**config.mk**
```make
export PLATFORM = sky130hd
export DESIGN_NAME = div_clk_monitor
export DESIGN_NICKNAME = d
export VERILOG_FILES = /design/src/rtl/div_clk_monitor.sv
export SDC_FILE = /design/constraint.sdc
export NUM_CORES = 1
export LEC_CHECK = 0
export ABC_AREA = 1
export CORE_MARGIN = 8
export CORE_UTILIZATION = 30
export DETAILED_ROUTE_END_ITERATION = 10
export PLACE_DENSITY_LB_ADDON = 0.05
export SETUP_SLACK_MARGIN = 0.3
export SKIP_CTS_REPAIR_TIMING = 1
export SYNTH_ARGS = -nofsm -noshare
export SYNTH_HDL_FRONTEND = slang
export SYNTH_SLANG_ARGS = --single-unit
```
**constraint.sdc**
```tcl
create_clock -name i_clk -period 1.6 [get_ports i_clk]
set_input_delay 0.4 -clock i_clk [delete_from_list [all_inputs] [get_ports i_clk]]
set_output_delay 0.4 -clock i_clk [all_outputs]
set_load 0.005 [all_outputs]
```
**src/rtl/div_clk_monitor.sv**
```systemverilog
// div_clk_monitor: measures period and high time of a clk-synchronous divided clock,
// checks the period against an expected ratio and reports lock and stuck conditions.
module div_clk_monitor #(
   parameter int CNT_W      = 8,
   parameter int EXP_PERIOD = 3,
   parameter int TOL        = 0,
   parameter int LOCK_CNT   = 4,
   parameter int TIMEOUT    = 255
) (
   input  logic             i_clk,
   input  logic             i_rst_n,
   input  logic             i_en,
   input  logic             i_div_in,
   output logic [CNT_W-1:0] o_period,
   output logic [CNT_W-1:0] o_high_time,
   output logic             o_meas_valid,
   output logic             o_period_ok,
   output logic             o_locked,
   output logic             o_stuck
);

   typedef enum logic [1:0] {
      ST_IDLE  = 2'd0,
      ST_ALIGN = 2'd1,
      ST_MEAS  = 2'd2
   } state_t;

   localparam int SW = (LOCK_CNT < 2) ? 1 : $clog2(LOCK_CNT + 1);

   localparam logic [CNT_W-1:0] CNT_ZERO  = {CNT_W{1'b0}};
   localparam logic [CNT_W-1:0] CNT_MAX   = {CNT_W{1'b1}};
   localparam logic [CNT_W-1:0] CNT_ONE   = CNT_W'(1);
   localparam logic [CNT_W-1:0] TIMEOUT_V = CNT_W'(TIMEOUT);
   // Lower bound clamps at zero when the tolerance exceeds the expected period.
   localparam logic [CNT_W:0]   LO_BOUND  = (EXP_PERIOD > TOL) ? (CNT_W+1)'(EXP_PERIOD - TOL)
                                                               : (CNT_W+1)'(0);
   localparam logic [CNT_W:0]   HI_BOUND  = (CNT_W+1)'(EXP_PERIOD + TOL);
   localparam logic [SW-1:0]    LOCK_V    = SW'(LOCK_CNT);
   localparam logic [SW-1:0]    SW_ONE    = SW'(1);
   localparam logic [SW-1:0]    SW_ZERO   = {SW{1'b0}};

   state_t           r_state, w_state_nxt;
   logic             r_div_d;
   logic [CNT_W-1:0] r_per_cnt, w_per_nxt, w_per_inc;
   logic [CNT_W-1:0] r_high_cnt, w_high_nxt, w_high_inc;
   logic [SW-1:0]    r_streak, w_streak_nxt, w_streak_inc;
   logic [CNT_W-1:0] r_period, w_period_nxt;
   logic [CNT_W-1:0] r_high_time, w_high_time_nxt;
   logic             r_meas_valid, w_valid_nxt;
   logic             r_period_ok, w_ok_nxt;
   logic             r_locked, w_locked_nxt;
   logic             r_stuck, w_stuck_nxt;
   logic             w_rise, w_timeout, w_in_tol;

   // Next-state and next-value logic; in ALIGN the period counter doubles as the wait counter.
   always_comb begin
      w_rise          = i_div_in & ~r_div_d;
      w_per_inc       = (r_per_cnt == CNT_MAX) ? r_per_cnt : r_per_cnt + CNT_ONE;
      w_high_inc      = (r_high_cnt == CNT_MAX) ? r_high_cnt : r_high_cnt + CNT_ONE;
      w_streak_inc    = (r_streak >= LOCK_V) ? LOCK_V : r_streak + SW_ONE;
      w_timeout       = (r_per_cnt >= TIMEOUT_V);
      w_in_tol        = ({1'b0, r_per_cnt} >= LO_BOUND) && ({1'b0, r_per_cnt} <= HI_BOUND);
      w_state_nxt     = r_state;
      w_per_nxt       = r_per_cnt;
      w_high_nxt      = r_high_cnt;
      w_streak_nxt    = r_streak;
      w_period_nxt    = r_period;
      w_high_time_nxt = r_high_time;
      w_valid_nxt     = 1'b0;
      w_ok_nxt        = r_period_ok;
      w_locked_nxt    = r_locked;
      w_stuck_nxt     = 1'b0;
      if (!i_en) begin
         w_state_nxt  = ST_IDLE;
         w_per_nxt    = CNT_ZERO;
         w_high_nxt   = CNT_ZERO;
         w_streak_nxt = SW_ZERO;
         w_locked_nxt = 1'b0;
      end else begin
         case (r_state)
            ST_IDLE: begin
               w_state_nxt = ST_ALIGN;
               w_per_nxt   = CNT_ZERO;
               w_high_nxt  = CNT_ZERO;
            end
            ST_ALIGN: begin
               if (w_rise) begin
                  w_state_nxt = ST_MEAS;
                  w_per_nxt   = CNT_ONE;
                  w_high_nxt  = CNT_ONE;
               end else if (w_timeout) begin
                  w_stuck_nxt  = 1'b1;
                  w_streak_nxt = SW_ZERO;
                  w_locked_nxt = 1'b0;
                  w_per_nxt    = CNT_ZERO;
               end else begin
                  w_per_nxt    = w_per_inc;
               end
            end
            ST_MEAS: begin
               if (w_rise) begin
                  w_period_nxt    = r_per_cnt;
                  w_high_time_nxt = r_high_cnt;
                  w_valid_nxt     = 1'b1;
                  w_ok_nxt        = w_in_tol;
                  w_per_nxt       = CNT_ONE;
                  w_high_nxt      = CNT_ONE;
                  if (w_in_tol) begin
                     w_streak_nxt = w_streak_inc;
                     w_locked_nxt = (w_streak_inc == LOCK_V);
                  end else begin
                     w_streak_nxt = SW_ZERO;
                     w_locked_nxt = 1'b0;
                  end
               end else if (w_timeout) begin
                  w_state_nxt  = ST_ALIGN;
                  w_stuck_nxt  = 1'b1;
                  w_streak_nxt = SW_ZERO;
                  w_locked_nxt = 1'b0;
                  w_per_nxt    = CNT_ZERO;
                  w_high_nxt   = CNT_ZERO;
               end else begin
                  w_per_nxt    = w_per_inc;
                  w_high_nxt   = i_div_in ? w_high_inc : r_high_cnt;
               end
            end
            default: begin
               w_state_nxt  = ST_IDLE;
               w_per_nxt    = CNT_ZERO;
               w_high_nxt   = CNT_ZERO;
               w_streak_nxt = SW_ZERO;
               w_locked_nxt = 1'b0;
            end
         endcase
      end
   end

   // FSM state register.
   always_ff @(posedge i_clk) begin
      if (!i_rst_n) begin
         r_state <= ST_IDLE;
      end else begin
         r_state <= w_state_nxt;
      end
   end

   // Edge-detect delay, counters and registered outputs.
   always_ff @(posedge i_clk) begin
      if (!i_rst_n) begin
         r_div_d      <= 1'b0;
         r_per_cnt    <= CNT_ZERO;
         r_high_cnt   <= CNT_ZERO;
         r_streak     <= SW_ZERO;
         r_period     <= CNT_ZERO;
         r_high_time  <= CNT_ZERO;
         r_meas_valid <= 1'b0;
         r_period_ok  <= 1'b0;
         r_locked     <= 1'b0;
         r_stuck      <= 1'b0;
      end else begin
         r_div_d      <= i_div_in;
         r_per_cnt    <= w_per_nxt;
         r_high_cnt   <= w_high_nxt;
         r_streak     <= w_streak_nxt;
         r_period     <= w_period_nxt;
         r_high_time  <= w_high_time_nxt;
         r_meas_valid <= w_valid_nxt;
         r_period_ok  <= w_ok_nxt;
         r_locked     <= w_locked_nxt;
         r_stuck      <= w_stuck_nxt;
      end
   end

   assign o_period     = r_period;
   assign o_high_time  = r_high_time;
   assign o_meas_valid = r_meas_valid;
   assign o_period_ok  = r_period_ok;
   assign o_locked     = r_locked;
   assign o_stuck      = r_stuck;

endmodule

```
Word-level counts from Yosys, hierarchy flattened
Cells that the tools add are included.
{ "word_totals": {"ff_bits": 42, "inputBits": 4} }
{ "op_classes": {"addsub": 3, "eq_ne": 12, "n_bitwise": 6, "reduce_logical": 12, "muxes": 26, "n_lt_le_gt_ge": 4} }
{ "ops": {"columns": ["op", "n"], "rows": [
  ["$mux 8", 5],
  ["$add 8x1->8 const B", 2],
  ["$eq 8x8->1 const B", 2],
  ["$pmux 8 s2", 1],
  ["$mux 3", 5],
  ["$reduce_and 3->1", 5],
  ["$mux 1", 9],
  ["$pmux 3 s3", 1],
  ["$ge 8x2->1 const B", 1],
  ["$ge 8x8->1 const B", 1],
  ["$le 8x2->1 const B", 1],
  ["$ne 2x2->1 const B", 4],
  ["$ne 4x4->1 const B", 2],
  ["$mux 2", 3],
  ["$pmux 2 s3", 1],
  ["$not 1->1", 5],
  ["$reduce_or 5->1", 1],
  ["$reduce_and 2->1", 2],
  ["$reduce_or 4->1", 1],
  ["$add 3x1->3 const B", 1],
  ["$eq 3x3->1 const B", 1],
  ["$ge 3x3->1 const B", 1],
  ["$ne 3x3->1 const B", 1],
  ["$pmux 1 s3", 1],
  ["6 further kinds", 6]
]} }

Depth between registers and ports, before layout
{ "logic_depth": {"depth_word": 6, "depth_mapped": 11, "depth_no_buf": 10} }

Least setup slack after synthesis
No wires, ideal clock.
{ "synth_timing": {"path_kind": "register to register", "start": "register r_per_cnt[0]", "end": "register r_high_cnt[2]", "path_stages_with_launch": 12, "t_arrival_ps": 1416, "slack_ps": 71, "period_less_slack_ps": 1529, "path_buffers": 1, "cell_sequence": "dfxtp_1 ha_1 inv_1 nor2_4 nand2_4 nand2_1 nor2_2 nor2_4 buf_6 nand2_1 nand2_1 nor2_1"} }
{ "synth_between": {"elab_chain_cells": 4, "word_cells_on_any_way": 7, "cone_classes": "order compare: 1; eq/ne: 2; mux: 3; reduce/logical: 1"} }
{ "synth_lines": {"columns": ["item", "line_no", "rtl"], "rows": [
  ["start: declaration", "44", "logic [CNT_W-1:0] r_per_cnt, w_per_nxt, w_per_inc;"],
  ["start signal: assignment", "162", "r_per_cnt <= w_per_nxt;"],
  ["$ge 8x8->1 *", "61", "w_timeout = (r_per_cnt >= TIMEOUT_V);"],
  ["$mux 8", "115", "end else if (w_timeout) begin"],
  ["$mux 8", "101", "if (w_rise) begin"],
  ["$pmux 8 s2", "80", "case (r_state)"],
  ["end signal: assignment", "163", "r_high_cnt <= w_high_nxt;"],
  ["end: declaration", "45", "logic [CNT_W-1:0] r_high_cnt, w_high_nxt, w_high_inc;"]
]} }
Every way passes the cells marked *; elsewhere a longest branch is shown, timed or not.
A chain may end at the register's enable or synchronous reset.

Worst setup path in the final report
{ "layout_timing": {"start": "input i_en", "end": "register r_high_cnt[4]"} }
{ "layout_between": {"elab_chain_cells": 1} }
{ "layout_lines": {"columns": ["item", "line_no", "rtl"], "rows": [
  ["start: declaration", "12", "input logic i_en,"],
  ["$reduce_and 2->1 (no line)", null, null]
]} }
Every way passes these cells.

==> results <==
- The flow ran to the end, and the final reports show no timing, DRC or antenna violations.
- The number of fill cells in the layout is 688.
- The clock tree root buffer cell is clkbuf_8.
- The first-pass GRT wire length is 8.43 mm.
- In this run the worst path has a maximum fanout of 6.
- The fraction of registers with async set or reset after synthesis is 0%.
- The maximum number of buffers from clock root to sink is 2.
- Timing analysis after detailed placement gives a worst setup slack of -258 ps.
- The total routing usage reported by global routing is 10.4%.
- The clock buffer count from CTS is 5.
- On the final layout, the worst clock skew is 4.78 ps.
- In the post-synthesis netlist, the biggest area contributors are dfxtp_1, nand2_1, a21oi_1.
- The number of antenna violations at the first check in global routing came to 0.
- The number of warning messages in the yosys log is 0.
- The number of failing hold endpoints at the final stage was 0.
- The critical path class is in -> reg.
- The register bit count reported by yosys is 42.
- Buffers placed on the I/O ports in this run total 23.
- The clock period could shrink to 1500 ps.
- The post-CTS clock slew at the launch and capture registers of the worst setup and hold paths is 80 ps.
- The die is 98.4 um tall.
- The clock net sink count is 42.
- In this run, distinct cell masters in the synthesized netlist total 27.
- Setup repair after global routing could not meet its margin everywhere.
- The relative area change from synthesis to final layout is 65.6%.
- The number of max-slew violations in the final report is 0.
- The cell count after synthesis is 289.
- The path class of the tightest hold or removal check is reg -> reg.
- The number of antenna diodes in the final layout is 0.
- The core footprint is 6680 um2.
- Measured on the finished design, the core utilization comes to 50.5%.
- Of the synthesized area, sequential elements account for 41.3%.
- In the routed design, unresolved DRC markers number 0.
- The number of top-level design ports is 24.
- STA classifies the critical path startpoint as a primary input.
- The endpoint arrival time on the critical path is 1690 ps.
- The critical path ends at r_high_cnt[4]$_SDFFE_PN0P_.
- After synthesis, the largest area contributor takes up 41.3% of total cell area.
- The final critical-path share of the clock period is 93.5%.
- The final route contains 2011 vias.
- The number of DRC markers in iteration 0 is 81.
- In the post-route analysis, the smallest setup slack over all paths is 105 ps.
- For the pin with the worst max-slew slack, the measured transition is 354 ps.
- The die width is 98.4 um.
- The per-cell routed wire length is 12.3 um.
- The tool flagged a number of max-cap violations equal to 0.
- The starting utilization of the core area is 30.5%.
- At the end of the flow, the number of nets in the layout was 375.
- Leaving out fill and tap cells, the most frequent cells in the layout are nand2_1, buf_4, inv_1.
- The endpoint type of the worst setup path is a flop.
- The post-synth design cell area is 2040 um2.
- In the final routing, the length of wire on met1 measures 2.64 mm.
- Among all flip-flop cells after synthesis, the most frequent one is dfxtp_1.
- At the worst endpoint, the required time is 1790 ps.
- The startpoint of the worst-slack reg-to-reg timing path is r_high_cnt[0]$_SDFFE_PN0P_.
- After detailed routing, the met3 layer carries 153 um of wire.
- The beginning of the critical path is i_en.
- The highest achievable clock rate is 669 MHz.
- The final HPWL from detailed placement is 3.62 mm.
- The number of endpoints failing setup at the final stage is 0.
- Entering global routing, the biggest net connects 27 pins.
- Hold timing on the final database bottoms out at a slack of 443 ps.
- The total detailed-routing wirelength is 5.44 mm.
- The leakage power total is 1.63 nW.
- TritonCTS built the clock tree.
- The pre-antenna-repair detailed-routing pass consisted of 4 iterations.
- The worst pin sits at a relative slew slack of 76.2%.
- A synthesized cell averages 7.04 um2.
- Cells with a size suffix above 1 make up 44.9% of the layout.
- The final weighted congestion in routability-driven placement is 0.753.
- The library cell used most frequently in the layout, excluding fill and tap cells, is nand2_1.
- The placement row count is 30.
- CTS built an H-tree with a depth of 2.
- The aggregate global routing overflow is 0.
- IR analysis of the VDD net gives a maximum drop of 0.000266 V.
- The highest metal layer carrying signal wires in the routed design is met4.
- The average vias per placed instance is 4.54.
- The via count of the first global-routing pass is 1798.
- The clock latency of the later-clocked register in the worst-skew pair is 290 ps.
- The die covers 9680 um2.
- The count of antenna-violating nets left after detailed routing is 0.
- The biggest area contributor in the post-synthesis netlist is dfxtp_1.
- The depth of the worst register-to-register path is 9.
- The worst setup slack for register-to-register paths is 160 ps.
- The endpoint identified for the worst register-to-register timing path is r_high_cnt[4]$_SDFFE_PN0P_.
- Power spread over the standard cell area amounts to 671 nW/um2.
- In this run, synthesis inferred 0 flip-flops with an integrated enable.
- Counting every net in the synthesized netlist gives 302.
- The wire length on met2 is 2.60 mm.
==> worst min path at each step <==
stage	start	to	slack, ps	cells past startpoint
final	o_period[0]$_SDFFE_PN0P_	o_period[0]$_SDFFE_PN0P_	440	2
after global routing	o_period[0]$_SDFFE_PN0P_	o_period[0]$_SDFFE_PN0P_	450	2
after CTS	o_period[4]$_SDFFE_PN0P_	o_period[4]$_SDFFE_PN0P_	450	2
after detailed placement	o_period[4]$_SDFFE_PN0P_	o_period[4]$_SDFFE_PN0P_	440	2
after global placement	o_period[3]$_SDFFE_PN0P_	o_period[3]$_SDFFE_PN0P_	430	2
after floorplan	o_high_time[0]$_SDFFE_PN0P_	o_high_time[0]$_SDFFE_PN0P_	440	2
==> metal layers <==
metal  global-route usage, %  up-vias
met5                       0        -
met4                    3.54        0
met3                    2.49        5
met2                    16.6       28
met1                    13.2      912
li1                        -     1066
==> state kept, by name, indices dropped and copies added, names as in the netlist, 2 cells and up <==
signal and cells:
o_high_time 8, o_period 8, r_high_cnt 8, r_per_cnt 8, r_streak 3, r_state 2
==> power breakdown <==
part / total [mW] / switching, mW / internal, mW
registers: 1.07 / 0.0143 / 1.06
logic: 0.416 / 0.213 / 0.203
clock network: 0.773 / 0.368 / 0.405
==> cell families after synthesis <==
| group | after synthesis | share of synthesized area, % |
|---|---|---|
| AND/OR/NAND/NOR | 127 | 27.4 |
| adder cells (fa/ha/maj) | 9 | 5.53 |
| flip-flops | 42 | 41.3 |
| XOR/XNOR | 4 | 1.72 |
| buffers and inverters | 50 | 9.65 |
| AO/OA/AOI/OAI | 57 | 14.4 |
==> synthesized netlist by cell type, drive strengths merged (2+ instances only) <==
| cell type | n |
|---|---|
| or2 | 2 |
| nand2 | 59 |
| clkbuf | 6 |
| ha | 9 |
| nor2 | 42 |
| nor3 | 3 |
| a21oi | 35 |
| xor2 | 2 |
| nand3 | 15 |
| o21ai | 20 |
| nand4 | 4 |
| dfxtp | 42 |
| xnor2 | 2 |
| buf | 2 |
| inv | 41 |
==> worst max-delay path: stages <==
cell	delay [ps]
clkdlybuf4s50_1	500
nand2_2	140
buf_4	180
clkinv_1	160
buf_4	200
nand2_1	70
nor2_1	40
==> stage by stage <==
step	power, mW	instance area, um2	std cells	setup TNS [ps]
2_1_floorplan	1.26	2110	289	0
3_3_place_gp	1.36	2630	413	-5700
5_1_grt	2.37	3370	443	0
4_1_cts	2.15	2730	421	0
3_5_place_dp	1.36	2630	413	-6450
6_report	2.26	3370	443	0
==> cell type report <==
cell class | count | area (um2) | share of cell area [%]
multi-input cells | 197 | 1360 | 40.4
repair buffers | 74 | 771 | 22.9
well taps | 80 | 100 | 2.97
flip-flops and latches | 42 | 868 | 25.8
clock buffers | 8 | 101 | 3.01
inverters | 42 | 168 | 4.97
(Power assumes the default switching activity.)
